--- config.mk ---
export PLATFORM = sky130hd
export DESIGN_NAME = uart_tx_rr_arbiter
export DESIGN_NICKNAME = d
export VERILOG_FILES = /design/src/rtl/uart_tx_rr_arbiter.sv
export SDC_FILE = /design/constraint.sdc
export NUM_CORES = 1
export LEC_CHECK = 0
export ABC_CLOCK_PERIOD_IN_PS = 2100
export BUFFER_PORTS_ARGS = -buffer_cell sky130_fd_sc_hd__buf_2
export CAP_MARGIN = 5
export CORE_AREA = 3 3 70 72
export DETAILED_ROUTE_END_ITERATION = 16
export DIE_AREA = 0 0 73 75
export PLACE_DENSITY = 0.75
export SLEW_MARGIN = 25
export SYNTH_ARGS = -nofsm -noshare
export SYNTH_HDL_FRONTEND = slang
export SYNTH_SLANG_ARGS = --single-unit
--- constraint.sdc ---
create_clock -name clk -period 2.1 [get_ports clk]
set_input_delay 0.42 -clock clk [delete_from_list [all_inputs] [get_ports clk]]
set_output_delay 0.42 -clock clk [all_outputs]
set_load 0.01 [all_outputs]
--- src/rtl/uart_tx_rr_arbiter.sv ---
// Packet-atomic round-robin arbiter that shares one uart_tx among NUM_REQ byte sources.
// A byte goes out as a one-cycle tx_valid/req_ack pair, then a two-cycle hold before the next one.
module uart_tx_rr_arbiter #(
  parameter int NUM_REQ      = 4,
  parameter int DATA_BITS    = 8,
  parameter int IDLE_TIMEOUT = 256
) (
  input  logic                         clk,
  input  logic                         rst_n,
  input  logic [NUM_REQ-1:0]           req_valid,
  input  logic [NUM_REQ*DATA_BITS-1:0] req_data,
  input  logic [NUM_REQ-1:0]           req_last,
  output logic [NUM_REQ-1:0]           req_ack,
  output logic [NUM_REQ-1:0]           grant,
  output logic [DATA_BITS-1:0]         tx_data,
  output logic                         tx_valid,
  input  logic                         tx_ready,
  output logic                         busy,
  output logic                         timeout
);

  localparam int IW = $clog2(NUM_REQ);
  localparam int CW = (IDLE_TIMEOUT > 2) ? $clog2(IDLE_TIMEOUT) : 1;
  localparam logic [CW-1:0] CNT_MAX = CW'(IDLE_TIMEOUT - 1);

  typedef enum logic [1:0] {ST_IDLE, ST_LOCK, ST_SEND, ST_HOLD} state_t;

  state_t                 state_q, state_d;
  logic [IW-1:0]          owner_q, owner_d;
  logic [IW-1:0]          rr_q, rr_d;
  logic [CW-1:0]          cnt_q, cnt_d;
  logic                   hold_q, hold_d;
  logic                   last_q, last_d;
  logic [NUM_REQ-1:0]     grant_q, grant_d;
  logic                   busy_q, busy_d;
  logic [NUM_REQ-1:0]     ack_q, ack_d;
  logic                   tx_valid_q, tx_valid_d;
  logic [DATA_BITS-1:0]   tx_data_q, tx_data_d;
  logic                   timeout_q, timeout_d;

  logic [IW:0]            pick_s;
  logic                   owner_valid_s;
  logic                   owner_last_s;
  logic [DATA_BITS-1:0]   owner_data_s;

  // Returns {found, index} of the first valid requester after ptr, wrapping modulo NUM_REQ.
  function automatic logic [IW:0] rr_pick(input logic [NUM_REQ-1:0] v, input logic [IW-1:0] ptr);
    logic          found;
    logic [IW-1:0] idx;
    logic [IW:0]   sum;
    found = 1'b0;
    idx   = '0;
    for (int k = NUM_REQ; k >= 1; k--) begin
      sum = {1'b0, ptr} + (IW+1)'(k);
      if (sum >= (IW+1)'(NUM_REQ)) begin
        sum = sum - (IW+1)'(NUM_REQ);
      end else begin
        sum = sum;
      end
      if (v[sum[IW-1:0]]) begin
        found = 1'b1;
        idx   = sum[IW-1:0];
      end else begin
        found = found;
      end
    end
    return {found, idx};
  endfunction

  assign pick_s        = rr_pick(req_valid, rr_q);
  assign owner_valid_s = req_valid[owner_q];
  assign owner_last_s  = req_last[owner_q];
  assign owner_data_s  = req_data[owner_q*DATA_BITS +: DATA_BITS];

  // Next-state and registered-output decode for the grant/send/hold sequence.
  always_comb begin
    state_d    = state_q;
    owner_d    = owner_q;
    rr_d       = rr_q;
    cnt_d      = cnt_q;
    hold_d     = hold_q;
    last_d     = last_q;
    grant_d    = grant_q;
    busy_d     = busy_q;
    ack_d      = '0;
    tx_valid_d = 1'b0;
    tx_data_d  = tx_data_q;
    timeout_d  = 1'b0;
    case (state_q)
      ST_IDLE: begin
        if (pick_s[IW]) begin
          owner_d = pick_s[IW-1:0];
          grant_d = NUM_REQ'(1'b1) << pick_s[IW-1:0];
          busy_d  = 1'b1;
          cnt_d   = '0;
          state_d = ST_LOCK;
        end else begin
          grant_d = '0;
          busy_d  = 1'b0;
        end
      end
      ST_LOCK: begin
        if (owner_valid_s && tx_ready) begin
          tx_valid_d = 1'b1;
          tx_data_d  = owner_data_s;
          ack_d      = grant_q;
          last_d     = owner_last_s;
          cnt_d      = '0;
          state_d    = ST_SEND;
        end else if (!owner_valid_s) begin
          // Stalled owner: reclaim the transmitter once the idle budget is spent.
          if (cnt_q == CNT_MAX) begin
            timeout_d = 1'b1;
            rr_d      = owner_q;
            grant_d   = '0;
            busy_d    = 1'b0;
            cnt_d     = '0;
            state_d   = ST_IDLE;
          end else begin
            cnt_d = cnt_q + CW'(1);
          end
        end else begin
          cnt_d = cnt_q;
        end
      end
      ST_SEND: begin
        hold_d  = 1'b0;
        state_d = ST_HOLD;
      end
      ST_HOLD: begin
        if (!hold_q) begin
          hold_d = 1'b1;
        end else if (last_q) begin
          rr_d    = owner_q;
          grant_d = '0;
          busy_d  = 1'b0;
          state_d = ST_IDLE;
        end else begin
          state_d = ST_LOCK;
        end
      end
      default: begin
        grant_d = '0;
        busy_d  = 1'b0;
        state_d = ST_IDLE;
      end
    endcase
  end

  // State and output registers.
  always_ff @(posedge clk or negedge rst_n) begin
    if (!rst_n) begin
      state_q    <= ST_IDLE;
      owner_q    <= '0;
      rr_q       <= IW'(NUM_REQ - 1);
      cnt_q      <= '0;
      hold_q     <= 1'b0;
      last_q     <= 1'b0;
      grant_q    <= '0;
      busy_q     <= 1'b0;
      ack_q      <= '0;
      tx_valid_q <= 1'b0;
      tx_data_q  <= '0;
      timeout_q  <= 1'b0;
    end else begin
      state_q    <= state_d;
      owner_q    <= owner_d;
      rr_q       <= rr_d;
      cnt_q      <= cnt_d;
      hold_q     <= hold_d;
      last_q     <= last_d;
      grant_q    <= grant_d;
      busy_q     <= busy_d;
      ack_q      <= ack_d;
      tx_valid_q <= tx_valid_d;
      tx_data_q  <= tx_data_d;
      timeout_q  <= timeout_d;
    end
  end

  assign req_ack  = ack_q;
  assign grant    = grant_q;
  assign tx_data  = tx_data_q;
  assign tx_valid = tx_valid_q;
  assign busy     = busy_q;
  assign timeout  = timeout_q;

endmodule

==> impl_metrics.yaml, run 1 <==
synthesis:
  post_synth_main_area_contributors: "dfrtp_1 (42%), mux4_2 (11%), mux2_2 (5.7%)"
  synth_compound_gate_area_share: 0.157
  synth_top_cell_by_area: "dfrtp_1"
  fraction_of_post_synthesis_cell_area_in_the_top_cell_type_by_area: 0.417
  asyncSetResetFlopFracSynth: 1.00
  synthCells: 171
  syn_avg_cell_area_sq_um: 11.6
  net_count_of_the_mapped_netlist: 220
  synth-seq-area-share: 0.443
  yosysWarnings: 0
  post_synth_xor_area_fraction: 0
  yosysUniqueCellTypes: 52
  synth-simple-area-share: 0.135
  adder_cell_share_of_the_synthesized_area: 0.0379
  syn-cell-area_sq_mm: 0.00198
  main_combinational_cell_family_by_area_after_synthesis: "multiplexers"
  synth_enable_flop_cells: 0
  synth.area.mux_share: 0.195
  synth.ff_latch_count: 35
  synth_flop_cell: "dfrtp_1"
worst_hold_path:
  hold_path_class: "input pin to asynchronous set/reset pin"
route:
  drt-total-wl_microns: 4260
  mean_routed_wirelength_per_cell_microns: 14.2
  route.vias.total: 1680
  detailedRoute.firstIterationViolations: 115
  drcViolationCount: 0
  detail_route.first_pass.iterations: 4
  post_dr_vias_cell: 5.58
  drt.antenna.violating_nets: 0
run_status:
  run_status: "finished clean"
setup_path:
  worst_path_dominant_cell_family: "multiplexers"
  critPathCaptureType: "register"
  crit_buf_inv: 0
  cp_slowest_cell: "mux4_2"
  cp_cell_sequence: "mux4_2 > nor4_1 > o21bai_1 > mux2_2"
  crit_arrival_ps: 2240
  worstSetupStartpointType: "register"
  critical_path_peak_fanout: 6
  worst_ep_required_time_ps: 2320
  crit_path_class: "register to register"
  worst_path_largest_cell_delay_ps: 590
die:
  io_pins: 62
  dieWidth_microns: 73
  placeableCoreArea_sq_mm: 0.00435
  design.die.area_sq_mm: 0.00548
  floorplan.rows: 24
  chip_height_microns: 75
  start_util: 0.455
layout:
  final_cell_mix: "buf_2 (61), dfrtp_1 (33), buf_4 (17), mux4_2 (10), mux2_2 (10)"
  insertedDiodeCount: 0
  areaGrowthSynthToFinish_pct: 29.6
  finalInstanceArea_sq_mm: 0.00257
  nets: 297
  drive_gt1_frac: 0.458
  final_common_cell: "buf_2"
global_routing:
  grt_overflow_total: 0
  grt_start_max_net_pins: 36
  grt_pass1_vias: 1670
  grt_usage: 0.178
  wire_length_of_the_first_global_routing_pass_microns: 7530
  antenna_violations_before_repair: 0
place:
  place_area_sq_mm: 0.00245
  rd_place_congestion: 0.818
  post-dp-hpwl_microns: 3240
  io_buffer_count: 61
  setup_slack_at_placement_ps: -37.7
pwr:
  irDropWorstVdd_mv: 0.558
  leakage_nw: 1.22
  total_power_mw: 3.27
  p_per_area_mw_per_mm2: 1270
timing:
  postLayoutSetupSlackWorst_ps: 79.5
  finalHoldViolations: 0
  rsz0062_at_grt: "true"
  post_route_clock_skew_ps: 14.2
  timing.final.crit_period_ps: 2020
  min_period_over_period: 0.962
  setup_viol: 0
  slew_violations: 0
  tightest_slew_ps: 759
  max_clock_freq_ghz: 0.495
  slew_headroom: 0.494
clock_tree:
  cts.reportedPaths.clkPinSlew_ps: 80
  cts-htree-levels: 2
  clk_path_buf_depth: 2
  cts_root_buffer: "clkbuf_8"
  post_cts.repair.setup_buffers: 0
  clock_insertion_delay_worst_skew_ps: 290
  tritoncts: "yes"
  ctsHoldBuffers: 0
  cts-buffers-inserted: 5
  cts_num_sinks: 35
  cts-resized-gates: 0
job:
  cap_violations: 0
-- cell usage after synthesis, types with 3 or more instances --
master     n
mux4_2    10
inv_1      8
clkbuf_1   4
and2_1     5
mux2_2    10
nand3_1    4
o21ai_0    9
nor2b_1    3
a211o_1    3
nand2_1    6
nor2_1     4
ha_1       6
nand4_1    3
dfrtp_1   33
or2_2      3
and3_1     4
nand2b_1   6
o31ai_1    4
-- area by class of cell --
class                           instances  area, sq um
Fill cell                             360         1790
Multi-Input combinational cell        120         1050
Sequential cell                        35          878
Timing Repair Buffer                   78          433
Clock buffer                            6         72.6
Tap cell                               52         65.1
Clock inverter                          2         37.5
Inverter                                8         30.0
-- power breakdown --
part | switching, mW | internal [mW]
combinational | 0.760 | 0.841
clock | 0.244 | 0.354
sequential | 0.153 | 0.919
total | 1.16 | 2.11
-- metal layers --
layer  up-vias  GRT usage  share of wire
met5         -          0              0
met4         0     0.0697          0.019
met3        10     0.0414          0.047
met2        45      0.298           0.51
met1       816      0.223           0.42
li1        809          -              -
-- stage by stage --
stage / instances / setup TNS (ps) / util / hold slack [ps]
after detailed placement: 293 / -37.7 / 0.562 / 478
after CTS: 301 / 0 / 0.587 / 222
after floorplan: 171 / 0 / - / 124
final: 301 / 0 / 0.589 / 195
after global routing: 301 / -47.2 / 0.589 / 280
after global placement: 293 / -2.74 / 0.562 / 464
-- state kept, by name, summed over array words and instances (netlist names), named ones only --
register  flops
cnt_q         8
busy          1
timeout       1
req_ack       4
rr_q          2
grant         4
last_q        1
owner_q       2
tx_valid      1
state_q       1
hold_q        1
tx_data       8
-- worst paths after layout --
check | from | endpoint | slack (ps) | cells past startpoint
setup / recovery | owner_q[0]$_DFFE_PN0P_ | rr_q[0]$_DFFE_PN1P_ | 80 | 4
hold / removal | rst_n | req_ack[2]$_DFF_PN0_ | 200 | 1
setup reg to reg | owner_q[0]$_DFFE_PN0P_ | rr_q[0]$_DFFE_PN1P_ | 80 | 4
hold reg to reg | tx_data[6]$_DFFE_PN0P_ | tx_data[6]$_DFFE_PN0P_ | 490 | 1
max in group asynchronous | rst_n | cnt_q[2]$_DFFE_PN0P_ | 1410 | 1
min in group clk | tx_data[6]$_DFFE_PN0P_ | tx_data[6]$_DFFE_PN0P_ | 490 | 1
-- cell families (layout without fill, tap and decap cells) --
group,count (synthesis),after routing
and+or+nand+nor,47,47
buffers and inverters,16,94
AOI/OAI and AO/OA,43,43
muxes,24,24
adders and majority gates,6,6
DFF,35,35
No activity file was read; power rests on OpenSTA's default activity.
==> run 2, diff against run 1 <==
ABC_AREA = 1   (was default)
CORE_AREA = 3 3 74 76   (was 3 3 70 72)
DIE_AREA = 0 0 77 79   (was 0 0 73 75)
==> run 2 against run 1 <==
Effect of this change:
- highest routed layer unchanged
- cell area is 6.5% higher
- combinational power is 29% higher
- synthesized cell count is 85% higher
- sequential power hardly changed
- synthesized area is 16% higher
- sequential cell count stayed put
- largest cell class unchanged
- global-route usage is 0.41 points higher
- total power is 11% higher
- sequential share of layout area is 2.1 points lower
==> impl_metrics.yaml, run 2 <==
die:
  dieWidth_microns: 77
  design.die.area_sq_mm: 0.00608
  placeableCoreArea_sq_mm: 0.00479
  chip_height_microns: 79
  io_pins: 62
  floorplan.rows: 25
  start_util: 0.479
pwr:
  leakage_nw: 1.43
  p_per_area_mw_per_mm2: 1330
  irDropWorstVdd_mv: 0.529
synthesis:
  synth.cells.most_frequent: "nand2_1 (83), nor2_1 (52), dfrtp_1 (33)"
  net_count_of_the_mapped_netlist: 365
  synth_top_cell_by_area: "dfrtp_1"
  synth_enable_flop_cells: 0
  syn-cell-area_sq_mm: 0.00229
  yosysWarnings: 0
  synthCells: 316
  synth.ff_latch_count: 35
  synth-seq-area-share: 0.383
  asyncSetResetFlopFracSynth: 1.00
  synth_flop_cell: "dfrtp_1"
  yosysMostFrequentCell: "nand2_1"
  yosysUniqueCellTypes: 30
  post_synth_main_area_contributors: "dfrtp_1 (36%), nand2_1 (14%), nor2_1 (8.5%)"
  syn_avg_cell_area_sq_um: 7.25
  fraction_of_post_synthesis_cell_area_in_the_top_cell_type_by_area: 0.360
route:
  drcViolationCount: 0
  mean_routed_wirelength_per_cell_microns: 11.3
  drt-total-wl_microns: 5050
  route.vias.total: 2143
  detail_route.first_pass.iterations: 4
  detailedRoute.firstIterationViolations: 111
  post_dr_vias_cell: 4.80
  drt.antenna.violating_nets: 0
global_routing:
  grt_usage: 0.182
  antenna_violations_before_repair: 0
  grt_pass1_vias: 2024
  grt_start_max_net_pins: 36
  grt_overflow_total: 0
  wire_length_of_the_first_global_routing_pass_microns: 8990
clock_tree:
  ctsHoldBuffers: 0
  cts-htree-levels: 2
  tritoncts: "yes"
  clk_path_buf_depth: 2
  cts_root_buffer: "clkbuf_8"
  cts.reportedPaths.clkPinSlew_ps: 70
  cts-buffers-inserted: 5
  cts-resized-gates: 0
  post_cts.repair.setup_buffers: 0
  cts_num_sinks: 35
  clock_insertion_delay_worst_skew_ps: 290
timing:
  post_route_clock_skew_ps: 4.59
  finalHoldViolations: 0
  rsz0062_at_grt: "false"
  min_period_over_period: 0.834
  fin_worst_hold_slack_ps: 201
  totalNegativeSetupSlack_ps: 0
  timing.final.crit_period_ps: 1750
  slew_headroom: 0.498
  slew_violations: 0
  postLayoutSetupSlackWorst_ps: 348
  tightest_slew_ps: 753
  max_clock_freq_ghz: 0.571
  setup_viol: 0
setup_path:
  critical_path_peak_fanout: 7
  worst_ep_required_time_ps: 2330
  reg2reg_setup_slack_ps: 350
  crit_arrival_ps: 1980
  crit_path_class: "register to register"
  r2r_end: "grant[2]$_DFFE_PN0P_"
  critPathCaptureType: "register"
  worstSetupStartpointType: "register"
  r2r_cells: 8
  worst_r2r_startpoint: "state_q[0]$_DFFE_PN0P_"
place:
  place_area_sq_mm: 0.00265
  io_buffer_count: 61
  rd_place_congestion: 0.849
  post-dp-hpwl_microns: 4010
  setup_slack_at_placement_ps: 368
layout:
  sequential_cell_area_sq_um: 878
  drive_gt1_frac: 0.253
  areaGrowthSynthToFinish_pct: 19.3
  layout.filler_cells: 468
  finalInstanceArea_sq_mm: 0.00273
  insertedDiodeCount: 0
  nets: 427
  multi_input_comb_area_sq_mm: 0.00123
  final_common_cell: "nand2_1"
  final_cell_mix: "nand2_1 (83), buf_2 (61), nor2_1 (52), dfrtp_1 (33)"
run_status:
  run_status: "finished clean"
worst_hold_path:
  hold_path_class: "input pin to asynchronous set/reset pin"
job:
  cap_violations: 0
## run 2: where the power goes
group | total (mW) | switching (mW) | internal (mW) | leakage, nW
combinational | 2.06 | 1.32 | 0.740 | 0.947
sequential | 1.10 | 0.186 | 0.912 | 0.443
clock | 0.475 | 0.244 | 0.232 | 0.0412
total | 3.63 | 1.75 | 1.88 | 1.43
## run 2: cells by family (layout without fill, tap and decap cells)
logic type | count (synthesis) | after routing | share of synthesized area
compound gates | 48 | 48 | 0.118
fa+ha+maj | 6 | 6 | 0.0328
flops | 35 | 35 | 0.383
buf+inv | 41 | 104 | 0.0814
xor+xnor | 4 | 4 | 0.0153
simple gates | 182 | 182 | 0.369
## run 2: critical path: stages, from the launching register on
cell and delay (ps):
dfrtp_1 440, inv_1 140, ha_1 310, or2_2 280, nand2_1 110, nand3_4 110, nor2_4 140, nand3_1 90
nand2_1 60
## run 2: worst max-delay path by stage
| stage | start | endpoint | slack (ps) | cells after the start |
|---|---|---|---|---|
| 3_3_place_gp | register | cnt_q[6]$_DFFE_PN0P_ | 380 | 9 |
| 2_1_floorplan | state_q[0]$_DFFE_PN0P_ | grant[2]$_DFFE_PN0P_ | 530 | 8 |
| 4_1_cts | state_q[0]$_DFFE_PN0P_ | grant[2]$_DFFE_PN0P_ | 350 | 8 |
| 5_1_grt | register | cnt_q[3]$_DFFE_PN0P_ | 210 | 9 |
| 6_report | state_q[0]$_DFFE_PN0P_ | grant[2]$_DFFE_PN0P_ | 350 | 8 |
| 3_5_place_dp | register | cnt_q[6]$_DFFE_PN0P_ | 370 | 9 |
## run 2: metrics by stage
stage | power (mW) | utilization | cells
after floorplan | 2.67 | - | 316
after global placement | 3.13 | 0.553 | 438
after detailed placement | 3.18 | 0.553 | 438
after CTS | 3.66 | 0.571 | 446
after global routing | 4.01 | 0.571 | 446
final | 3.63 | 0.571 | 446
## run 2: routing by layer
metal	track usage	routed length, microns	vias to the layer above
met5	0	0	-
met4	0.0587	61	0
met3	0.0510	379	6
met2	0.287	2250	67
met1	0.243	2350	929
li1	-	-	1141
## run 2: cell type report
| type | instances | area share |
|---|---|---|
| Multi-Input combinational cell | 240 | 0.449 |
| Sequential cell | 35 | 0.321 |
| Timing Repair Buffer | 66 | 0.125 |
| Inverter | 30 | 0.0430 |
| Tap cell | 67 | 0.0307 |
| Clock buffer | 6 | 0.0265 |
| Clock inverter | 2 | 0.00458 |
